[config.mk]
export PLATFORM = sky130hd
export DESIGN_NAME = snell_ctrl
export DESIGN_NICKNAME = d
export VERILOG_FILES = /design/src/rtl/snell_pkg.sv /design/src/rtl/snell_lat_cnt.sv /design/src/rtl/snell_ctrl.sv
export SDC_FILE = /design/constraint.sdc
export NUM_CORES = 1
export LEC_CHECK = 0
export ABC_AREA = 1
export CAP_MARGIN = 30
export CORE_ASPECT_RATIO = 0.75
export CORE_MARGIN = 10
export CORE_UTILIZATION = 60
export DETAILED_ROUTE_END_ITERATION = 16
export GPL_TIMING_DRIVEN = 0
export PLACE_DENSITY = 0.81
export SYNTH_ARGS = -nofsm -noshare
export SYNTH_HDL_FRONTEND = slang
export SYNTH_SLANG_ARGS = --single-unit
[constraint.sdc]
create_clock -name clk -period 12.9 [get_ports clk]
set_input_delay 1.935 -clock clk [delete_from_list [all_inputs] [get_ports clk]]
set_output_delay 1.935 -clock clk [all_outputs]
set_load 0.005 [all_outputs]
[src/rtl/snell_pkg.sv]
// Shared types and widths for the Snell's-law refraction controller.
// Holds the controller state set, the latched job payload and the sine scaling helper.
package snell_pkg;

    localparam int unsigned ANG_W  = 7;
    localparam int unsigned SIN_W  = 9;
    localparam int unsigned IDX_W  = 4;
    localparam int unsigned PROD_W = 13;
    localparam int unsigned CNT_W  = 3;

    typedef enum logic [3:0] {
        IDLE,
        S1_ISSUE,
        S1_WAIT,
        TIR_ISSUE,
        TIR_WAIT,
        TIR_CMP,
        BS_ISSUE,
        BS_WAIT,
        BS_CMP,
        FIN
    } state_t;

    typedef struct packed {
        logic [ANG_W-1:0] theta1;
        logic [IDX_W-1:0] n1;
        logic [IDX_W-1:0] n2;
    } snell_job_t;

    // sin value scaled by a refractive index, kept at full product width
    function automatic logic [PROD_W-1:0] scale_sin(input logic [SIN_W-1:0] s,
                                                    input logic [IDX_W-1:0] n);
        return PROD_W'(s) * PROD_W'(n);
    endfunction

endpackage

[src/rtl/snell_lat_cnt.sv]
// Down-counter that times the wait for the external sine unit.
// Loaded on each sine issue; expire_c is high once the count has drained to zero.
module snell_lat_cnt
    import snell_pkg::*;
(
    input  logic             clk,
    input  logic             rst,
    input  logic             load,
    input  logic [CNT_W-1:0] load_val,
    output logic             expire_c
);

    logic [CNT_W-1:0] cnt;

    always_ff @(posedge clk) begin
        if (rst) begin
            cnt <= '0;
        end else if (load) begin
            cnt <= load_val;
        end else if (cnt != '0) begin
            cnt <= cnt - CNT_W'(1);
        end
    end

    assign expire_c = (cnt == '0);

endmodule

[src/rtl/snell_ctrl.sv]
// Refraction-angle controller: finds the largest theta2 with sin(theta2)*n2 <= sin(theta1)*n1
// by binary search over a shared, externally instantiated sine unit.
module snell_ctrl
    import snell_pkg::*;
#(
    parameter int unsigned SIN_LAT = 1,
    parameter int unsigned ANG_MAX = 90
) (
    input  logic             clk,
    input  logic             rst,
    input  logic             start,
    input  logic [ANG_W-1:0] theta1,
    input  logic [IDX_W-1:0] n1,
    input  logic [IDX_W-1:0] n2,
    output logic [ANG_W-1:0] sin_x,
    input  logic [SIN_W-1:0] sin_y,
    output logic             busy,
    output logic             done,
    output logic [ANG_W-1:0] theta2,
    output logic             tir,
    output logic             err
);

    localparam logic [ANG_W-1:0] ANG_MAX_V = ANG_W'(ANG_MAX);
    // WAIT states span SIN_LAT cycles; the sample is taken in the state that follows
    localparam logic [CNT_W-1:0] LAT_LOAD  = CNT_W'(SIN_LAT - 1);

    state_t           state, next_state;
    snell_job_t       job, job_d;
    logic [PROD_W-1:0] target, target_d;
    logic [ANG_W-1:0] lo, hi, mid;
    logic [ANG_W-1:0] lo_d, hi_d, mid_d;
    logic [ANG_W-1:0] sin_x_d, theta2_d;
    logic             tir_d, err_d;
    logic             cnt_load;
    logic             expire_c;
    logic             illegal_c;
    logic [ANG_W:0]   sum_c;
    logic [ANG_W-1:0] mid_c;
    logic [PROD_W-1:0] prod_c;

    snell_lat_cnt u_lat_cnt (
        .clk      (clk),
        .rst      (rst),
        .load     (cnt_load),
        .load_val (LAT_LOAD),
        .expire_c (expire_c)
    );

    assign illegal_c = (theta1 > ANG_MAX_V) || (n1 == '0) || (n2 == '0);
    assign sum_c     = {1'b0, lo} + {1'b0, hi} + (ANG_W+1)'(1);
    assign mid_c     = ANG_W'(sum_c >> 1);
    assign prod_c    = scale_sin(sin_y, job.n2);

    // State register and registered datapath/outputs
    always_ff @(posedge clk) begin
        if (rst) begin
            state  <= IDLE;
            job    <= '0;
            target <= '0;
            lo     <= '0;
            hi     <= '0;
            mid    <= '0;
            sin_x  <= '0;
            theta2 <= '0;
            tir    <= 1'b0;
            err    <= 1'b0;
            busy   <= 1'b0;
            done   <= 1'b0;
        end else begin
            state  <= next_state;
            job    <= job_d;
            target <= target_d;
            lo     <= lo_d;
            hi     <= hi_d;
            mid    <= mid_d;
            sin_x  <= sin_x_d;
            theta2 <= theta2_d;
            tir    <= tir_d;
            err    <= err_d;
            busy   <= (next_state != IDLE) && (next_state != FIN);
            done   <= (next_state == FIN);
        end
    end

    // Next-state and datapath update
    always_comb begin
        next_state = state;
        job_d      = job;
        target_d   = target;
        lo_d       = lo;
        hi_d       = hi;
        mid_d      = mid;
        sin_x_d    = sin_x;
        theta2_d   = theta2;
        tir_d      = tir;
        err_d      = err;
        cnt_load   = 1'b0;

        unique case (state)
            IDLE: begin
                if (start) begin
                    job_d    = '{theta1: theta1, n1: n1, n2: n2};
                    theta2_d = '0;
                    tir_d    = 1'b0;
                    err_d    = 1'b0;
                    if (illegal_c) begin
                        err_d      = 1'b1;
                        next_state = FIN;
                    end else begin
                        next_state = S1_ISSUE;
                    end
                end
            end
            S1_ISSUE: begin
                sin_x_d    = job.theta1;
                cnt_load   = 1'b1;
                next_state = S1_WAIT;
            end
            S1_WAIT: begin
                if (expire_c) next_state = TIR_ISSUE;
            end
            TIR_ISSUE: begin
                // sin_y still reflects theta1 here; sin_x only moves on this edge
                target_d   = scale_sin(sin_y, job.n1);
                sin_x_d    = ANG_MAX_V;
                cnt_load   = 1'b1;
                next_state = TIR_WAIT;
            end
            TIR_WAIT: begin
                if (expire_c) next_state = TIR_CMP;
            end
            TIR_CMP: begin
                if (prod_c < target) begin
                    tir_d      = 1'b1;
                    theta2_d   = ANG_MAX_V;
                    next_state = FIN;
                end else begin
                    lo_d       = '0;
                    hi_d       = ANG_MAX_V;
                    next_state = BS_ISSUE;
                end
            end
            BS_ISSUE: begin
                mid_d      = mid_c;
                sin_x_d    = mid_c;
                cnt_load   = 1'b1;
                next_state = BS_WAIT;
            end
            BS_WAIT: begin
                if (expire_c) next_state = BS_CMP;
            end
            BS_CMP: begin
                if (prod_c <= target) begin
                    lo_d = mid;
                end else begin
                    hi_d = mid - ANG_W'(1);
                end
                if (lo_d == hi_d) begin
                    theta2_d   = lo_d;
                    next_state = FIN;
                end else begin
                    next_state = BS_ISSUE;
                end
            end
            FIN: begin
                next_state = IDLE;
            end
            default: begin
                next_state = IDLE;
            end
        endcase
    end

endmodule

==> out/qor.txt, run 1 <==
Vias in the first global route = 5088
Most common cell after layout, fill and taps aside = nand2_1
Synth Net Count = 1012
Longest Clk Path Bufs = 2
DIE HEIGHT = 107 um
First-pass GRT wire length = 24600 um
CTS buffer count = 9
Die ar. = 14500 sq um
R2R setup slack = 6.64 ns
CP peak stage delay = 0.54 ns
Std cell rows = 31
DP Cell Count = 1067
Area delta synth->final = 13.9%
Skew-Pair Late Insertion Delay = 0.34 ns
Design Area, Final = 6890 sq um
Hold-fix buffers at CTS = 0
Internal = 0.000765 W
Fin nets = 1058
Hold path startpoint = target[1]$_SDFFE_PP0P_
Routed vias = 5589
Synth top area share = 0.245
CP most frequent cell = nand2_1
Placed Area = 6570 sq um
Hold crit path type = flop to flop
Pre-CTS setup slack = 5.23 ns
Maximum VDD drop = 0.125 mV
EDFF count, synth = 0
Highest fanout seen on the critical path = 10
Core area = 9740 sq um
Root buffer cell = clkbuf_16
Max Slew Vio Count = 0
Share of post-route cells with drive strength above 1 = 0.0379
Fillers = 845
# setup viols final = 0
Seq/Total Area, Yosys = 0.245
Final Hold Vio Count = 0
Starting DRC count in detailed routing = 451
Hpwl dp = 11600 um
Ys flop type = dfxtp_1
Pleak = 3.64 nW
Hold path endpoint = target[1]$_SDFFE_PP0P_
Worst Hold Depth = 2
Setup_tns = 0 ns
WS Path Type = input port to flop
Worst r2r src = job[3]$_SDFFE_PP0P_
Clock sink total = 74
Final ANT Viol Nets = 0
FF+latch count, synth = 74
Status = finished, final reports clean
Routed WL = 14600 um
Worst hold margin = 0.465 ns
Total Routing Usage GR = 0.206
Non-Filler Instances = 1083
Critical Path RT = 13.14 ns
Unrepaired setup endpoints after global routing = no
Power Dens Cells = 210 nW/um^2
Final worst slack = 5.53 ns
Setup Fix Bufs, Post-CTS = 0
FF-to-FF End = theta2[0]$_SDFFE_PP0P_
Antenna Diode Count = 0
Worst Skew = 0.00402 ns
GRT overflow = 0
Initial antenna violation count = 0
Max-slew headroom at the worst pin = 0.558
Distinct cell type count after synthesis = 38
Max Cap Violations = 0
Yosys top cell by area = dfxtp_1
Router iterations before antenna repair = 4
Routability cong. = 0.990
Highest-count cells in the layout ignoring fill and taps = nand2_1 (271), inv_1 (163), a21oi_1 (76)
Switching Fraction = 0.470
Seq pwr share = 0.204
DR DRC count = 0
Largest net degree at the start of global routing = 15
Syn Area/Cell = 6.72 sq um
Critical Path Start Type = input port
Clock power share = 0.191
Mapped Cells = 900
DR vias/cell = 5.16
Synthesized area = 6050 sq um
Die width = 136 um
Ports = 45
CP Capture Type = flop
Synth warnings = 0
Gate power share = 0.605
CP max-delay cell = fa_1
Asr flop ratio synth = 0
Final min period = 7.37 ns
Initial core utilization = 0.622
Sw Pwr = 0.000679 W
Port Buffers = 35
Routed len/inst = 13.5 um
Tcrit/Tclk final = 0.571
Leading post-synthesis cells by cell area = dfxtp_1 (24%), nand2_1 (17%), ha_1 (12%), inv_1 (10%), fa_1 (9.6%)
Arr. time, crit path = 7.61 ns
Fmax = 136 MHz
Post-CTS sizing = 0
Actual slew at the worst max-slew pin = 0.660 ns
Htree depth = 3
Worst reg2reg path depth = 37
CTS clk-pin slew, worst paths = 0.06 ns
CTS tree = yes
==> cell families (layout without fill, tap and decap cells) <==
family | count (synthesis) | after routing | share of synthesized area
AND/OR/NAND/NOR | 372 | 372 | 0.249
buffers and inverters | 205 | 256 | 0.132
AO/OA/AOI/OAI | 139 | 139 | 0.127
adder cells (fa/ha/maj) | 85 | 85 | 0.212
flip-flops | 74 | 74 | 0.245
XOR/XNOR | 25 | 25 | 0.0362
==> worst max-delay path, delay by kind of cell <==
family	cells	cell delay [ns]
and+or+nand+nor	18	1.55
adders and majority gates	4	1.81
AOI/OAI and AO/OA	9	1.42
buffers and inverters	5	0.71
xor gates and xnor gates	1	0.16
==> power by group through the flow <==
| stage | Clock (W) | Combinational, W | Sequential (W) |
|---|---|---|---|
| 5_1_grt | 0.000289 | 0.00100 | 0.000300 |
| 2_1_floorplan | 0 | 0.000654 | 0.000296 |
| 4_1_cts | 0.000277 | 0.000867 | 0.000295 |
| 3_5_place_dp | 0 | 0.000860 | 0.000299 |
| 3_3_place_gp | 0 | 0.000851 | 0.000299 |
| 6_report | 0.000275 | 0.000874 | 0.000295 |
==> state kept, by name, indices dropped and copies added, names as in the netlist, 3 cells and up <==
register,cells
hi,7
job,15
lo,7
mid,7
sin_x,7
state,4
target,13
theta2,7
u_lat_cnt.cnt,3
==> how the worst max path moves through the flow <==
stage / from / endpoint / depth (start not counted)
after floorplan: sin_y[0] / theta2[2]$_SDFFE_PP0P_ / 34
after global placement: sin_y[0] / theta2[0]$_SDFFE_PP0P_ / 37
after detailed placement: sin_y[1] / theta2[0]$_SDFFE_PP0P_ / 37
after CTS: sin_y[0] / theta2[0]$_SDFFE_PP0P_ / 37
after global routing: sin_y[0] / theta2[0]$_SDFFE_PP0P_ / 37
final: sin_y[0] / theta2[0]$_SDFFE_PP0P_ / 37
==> through the flow <==
| step | total power (W) | util |
|---|---|---|
| after floorplan | 0.000950 | - |
| after global placement | 0.00115 | 0.675 |
| after detailed placement | 0.00116 | 0.675 |
| after CTS | 0.00144 | 0.708 |
| after global routing | 0.00159 | 0.708 |
| final | 0.00144 | 0.708 |
==> per-layer routing <==
metal,global-route usage,share of wire
met1,0.316,0.53
met2,0.282,0.39
met3,0.0504,0.073
met4,0.0410,0.011
met5,0,0
==> cell usage after synthesis, types with 7 or more instances <==
cell      count
fa_1         29
nand3_1      32
inv_1       163
clkbuf_1     22
nor3_1        8
ha_1         56
buf_1        10
nor2_1       43
a21oi_1      76
xnor2_1       7
nand2_1     271
xor2_1       18
dfxtp_1      74
o21ai_0      37
==> final cells by class <==
cell class                      instances  area (sq um)  area share
Clock inverter                          7           101      0.0147
Multi-Input combinational cell        621          3770       0.547
Sequential cell                        74          1480       0.215
Timing Repair Buffer                   35           350      0.0508
Buffer                                 38           171      0.0249
Inverter                              167           627      0.0909
Clock buffer                            9           225      0.0327
Tap cell                              132           165      0.0240
Power figures use the tool's default switching activity.
==> inputs of run 2 (changes only) <==
--- a/config.mk
+++ b/config.mk
@@ -9,10 +9,10 @@
 export CAP_MARGIN = 30
 export CORE_ASPECT_RATIO = 0.75
 export CORE_MARGIN = 10
-export CORE_UTILIZATION = 60
+export CORE_UTILIZATION = 54
 export DETAILED_ROUTE_END_ITERATION = 16
 export GPL_TIMING_DRIVEN = 0
-export PLACE_DENSITY = 0.81
+export PLACE_DENSITY = 0.77
 export SYNTH_ARGS = -nofsm -noshare
 export SYNTH_HDL_FRONTEND = slang
 export SYNTH_SLANG_ARGS = --single-unit
==> constraint.sdc (replaced) <==
create_clock -name clk -period 6.35 [get_ports clk]
set_input_delay 0.9525 -clock clk [delete_from_list [all_inputs] [get_ports clk]]
set_output_delay 0.9525 -clock clk [all_outputs]
set_load 0.005 [all_outputs]
==> out/qor.txt, run 2 (synthesis gave the netlist of run 1 again) <==
CP peak stage delay = 0.54 ns (about the same)
Final ANT Viol Nets = 0 (unchanged)
Worst Hold Depth = 2 (unchanged)
Worst reg2reg path depth = 37 (unchanged)
Worst Skew = 0.00577 ns (+0.00174 ns)
Starting DRC count in detailed routing = 495 (+9.8%)
Longest Clk Path Bufs = 2 (unchanged)
Total Routing Usage GR = 0.192 (-0.0140)
Die width = 142 um (+4.6%)
Most common cell after layout, fill and taps aside = nand2_1
Final Hold Vio Count = 0 (unchanged)
Design Area, Final = 7130 sq um (+3.5%)
DIE HEIGHT = 112 um (+4.4%)
Arr. time, crit path = 6.24 ns (-1.37 ns)
Critical Path Start Type = input port
Hpwl dp = 11600 um (+0.77%)
Initial antenna violation count = 0 (unchanged)
Routed len/inst = 13.7 um (+2.0%)
Placed Area = 6580 sq um (+0.15%)
Power Dens Cells = 462 nW/um^2 (+120%)
Root buffer cell = clkbuf_16
Share of post-route cells with drive strength above 1 = 0.0686 (+0.0308)
Router iterations before antenna repair = 5 (+1)
Max Slew Vio Count = 0 (unchanged)
Core area = 10900 sq um (+12%)
Fin nets = 1069 (+1.0%)
Largest regs = job: 15 flops, target: 13 flops
Antenna Diode Count = 0 (unchanged)
Status = finished, final reports clean
Initial core utilization = 0.553 (-0.0685)
Largest net degree at the start of global routing = 14 (-1)
Area delta synth->final = 17.9%
Critical Path RT = 6.59 ns (-6.55 ns)
Hold crit path type = flop to flop
Largest reg by FF count = job
GRT overflow = 0 (unchanged)
Die ar. = 15900 sq um (+9.2%)
Max-slew headroom at the worst pin = 0.462 (-0.0957)
Actual slew at the worst max-slew pin = 0.803 ns (+0.143 ns)
Tcrit/Tclk final = 0.946
Port Buffers = 35 (unchanged)
Routed vias = 5620 (+0.55%)
Max Cap Violations = 0 (unchanged)
Htree depth = 3 (unchanged)
DR vias/cell = 5.10 (-1.2%)
CTS buffer count = 9 (unchanged)
Skew-Pair Late Insertion Delay = 0.34 ns (about the same)
Vias in the first global route = 5241 (+3.0%)
CTS tree = yes
CP Capture Type = flop
# setup viols final = 0 (unchanged)
Clock sink total = 74 (unchanged)
CP max-delay cell = fa_1
CTS clk-pin slew, worst paths = 0.06 ns (about the same)
Multi-input logic area = 3840 sq um (+1.9%)
Std cell rows = 33 (+6.5%)
WS Path Type = input port to flop
Ports = 45 (unchanged)
DR DRC count = 0 (unchanged)
Fmax = 167 MHz
First-pass GRT wire length = 25500 um (+3.6%)
Routability cong. = 0.905 (-8.6%)
Maximum VDD drop = 0.281 mV (+130%)
Fillers = 975 (+15%)
Max reg flops = 15 (unchanged)
Highest-count cells in the layout ignoring fill and taps = nand2_1 (268), inv_1 (163), dfxtp_1 (74)
Sequential cell area = 1480 sq um (unchanged)
Pwr Total = 0.00330 W (+130%)
Final min period = 6.01 ns
CP most frequent cell = nand2_1
Highest fanout seen on the critical path = 8 (-2)
Routed WL = 15200 um (+3.7%)
Pleak = 3.75 nW (+2.9%)
## run 2: cell count changes in the layout (fill, tap and decap cells not counted), moves of 4 or more
cell and delta:
clkbuf_1 -4, a21oi_1 -4, a21oi_2 +4, buf_4 +12
buf_1 -4
## run 2: report_power, final
group | switching, W | total [W] | internal, W
logic | 0.00121 | 0.00208 | 0.000876
registers | 0.0000624 | 0.000615 | 0.000553
clock network | 0.000202 | 0.000597 | 0.000395
total | 0.00147 | 0.00330 | 0.00182
## run 2: worst paths after layout
check,from,to,slack (ns)
worst min-delay path,target[3]$_SDFFE_PP0P_,target[3]$_SDFFE_PP0P_,0.46
worst max-delay path,sin_y[1],theta2[5]$_SDFFE_PP0P_,0.34
worst min register to register,target[3]$_SDFFE_PP0P_,target[3]$_SDFFE_PP0P_,0.46
worst max register to register,job[1]$_SDFFE_PP0P_,theta2[5]$_SDFFE_PP0P_,0.45
## run 2: metal layers
metal,GRT usage,part of all wire,vias up
met5,0,0,-
met4,0.0442,0.010,0
met3,0.0518,0.091,12
met2,0.260,0.40,202
met1,0.291,0.50,2497
li1,-,-,2909
## run 2: what timing repair did
item	CTS	global route
endpoints found under the setup margin	3	23
gates cloned	0	3
hold buffers	0	0
setup buffers	0	11
gates resized for setup	2	29
pin swaps	0	18
## run 2: per-stage QoR
stage | worst slack [ns] | util | hold WS [ns] | setup TNS (ns) | std cells
2_1_floorplan | 0.496 | - | 0.435 | 0 | 900
3_3_place_gp | -0.370 | 0.601 | 0.452 | -5.62 | 1075
3_5_place_dp | -0.391 | 0.601 | 0.459 | -5.72 | 1075
4_1_cts | 0.0563 | 0.634 | 0.468 | 0 | 1091
5_1_grt | -0.0268 | 0.652 | 0.493 | -0.0810 | 1102
6_report | 0.345 | 0.652 | 0.463 | 0 | 1102
## run 2: layout make-up
class	count	share of cell area
multi-input cells	622	0.539
clock buffers	10	0.0335
well taps	140	0.0246
inverters	167	0.0879
plain buffers	35	0.0263
clock inverters	6	0.0160
repair buffers	48	0.0653
flip-flops and latches	74	0.208
## run 2: worst max-delay path, delay by kind of cell
family	cells	cell delay, ns
xor gates and xnor gates	1	0.14
adders and majority gates	4	1.68
AOI/OAI and AO/OA	8	1.14
and+or+nand+nor	19	1.52
buffers and inverters	8	0.81
==> inputs of run 3 (changes only) <==
--- a/config.mk
+++ b/config.mk
@@ -13,6 +13,7 @@
 export DETAILED_ROUTE_END_ITERATION = 16
 export GPL_TIMING_DRIVEN = 0
 export PLACE_DENSITY = 0.77
+export SKIP_CTS_REPAIR_TIMING = 1
 export SYNTH_ARGS = -nofsm -noshare
 export SYNTH_HDL_FRONTEND = slang
 export SYNTH_SLANG_ARGS = --single-unit
==> results of run 3 <==
Final layout, timing and power as in run 2 (identical DEF).
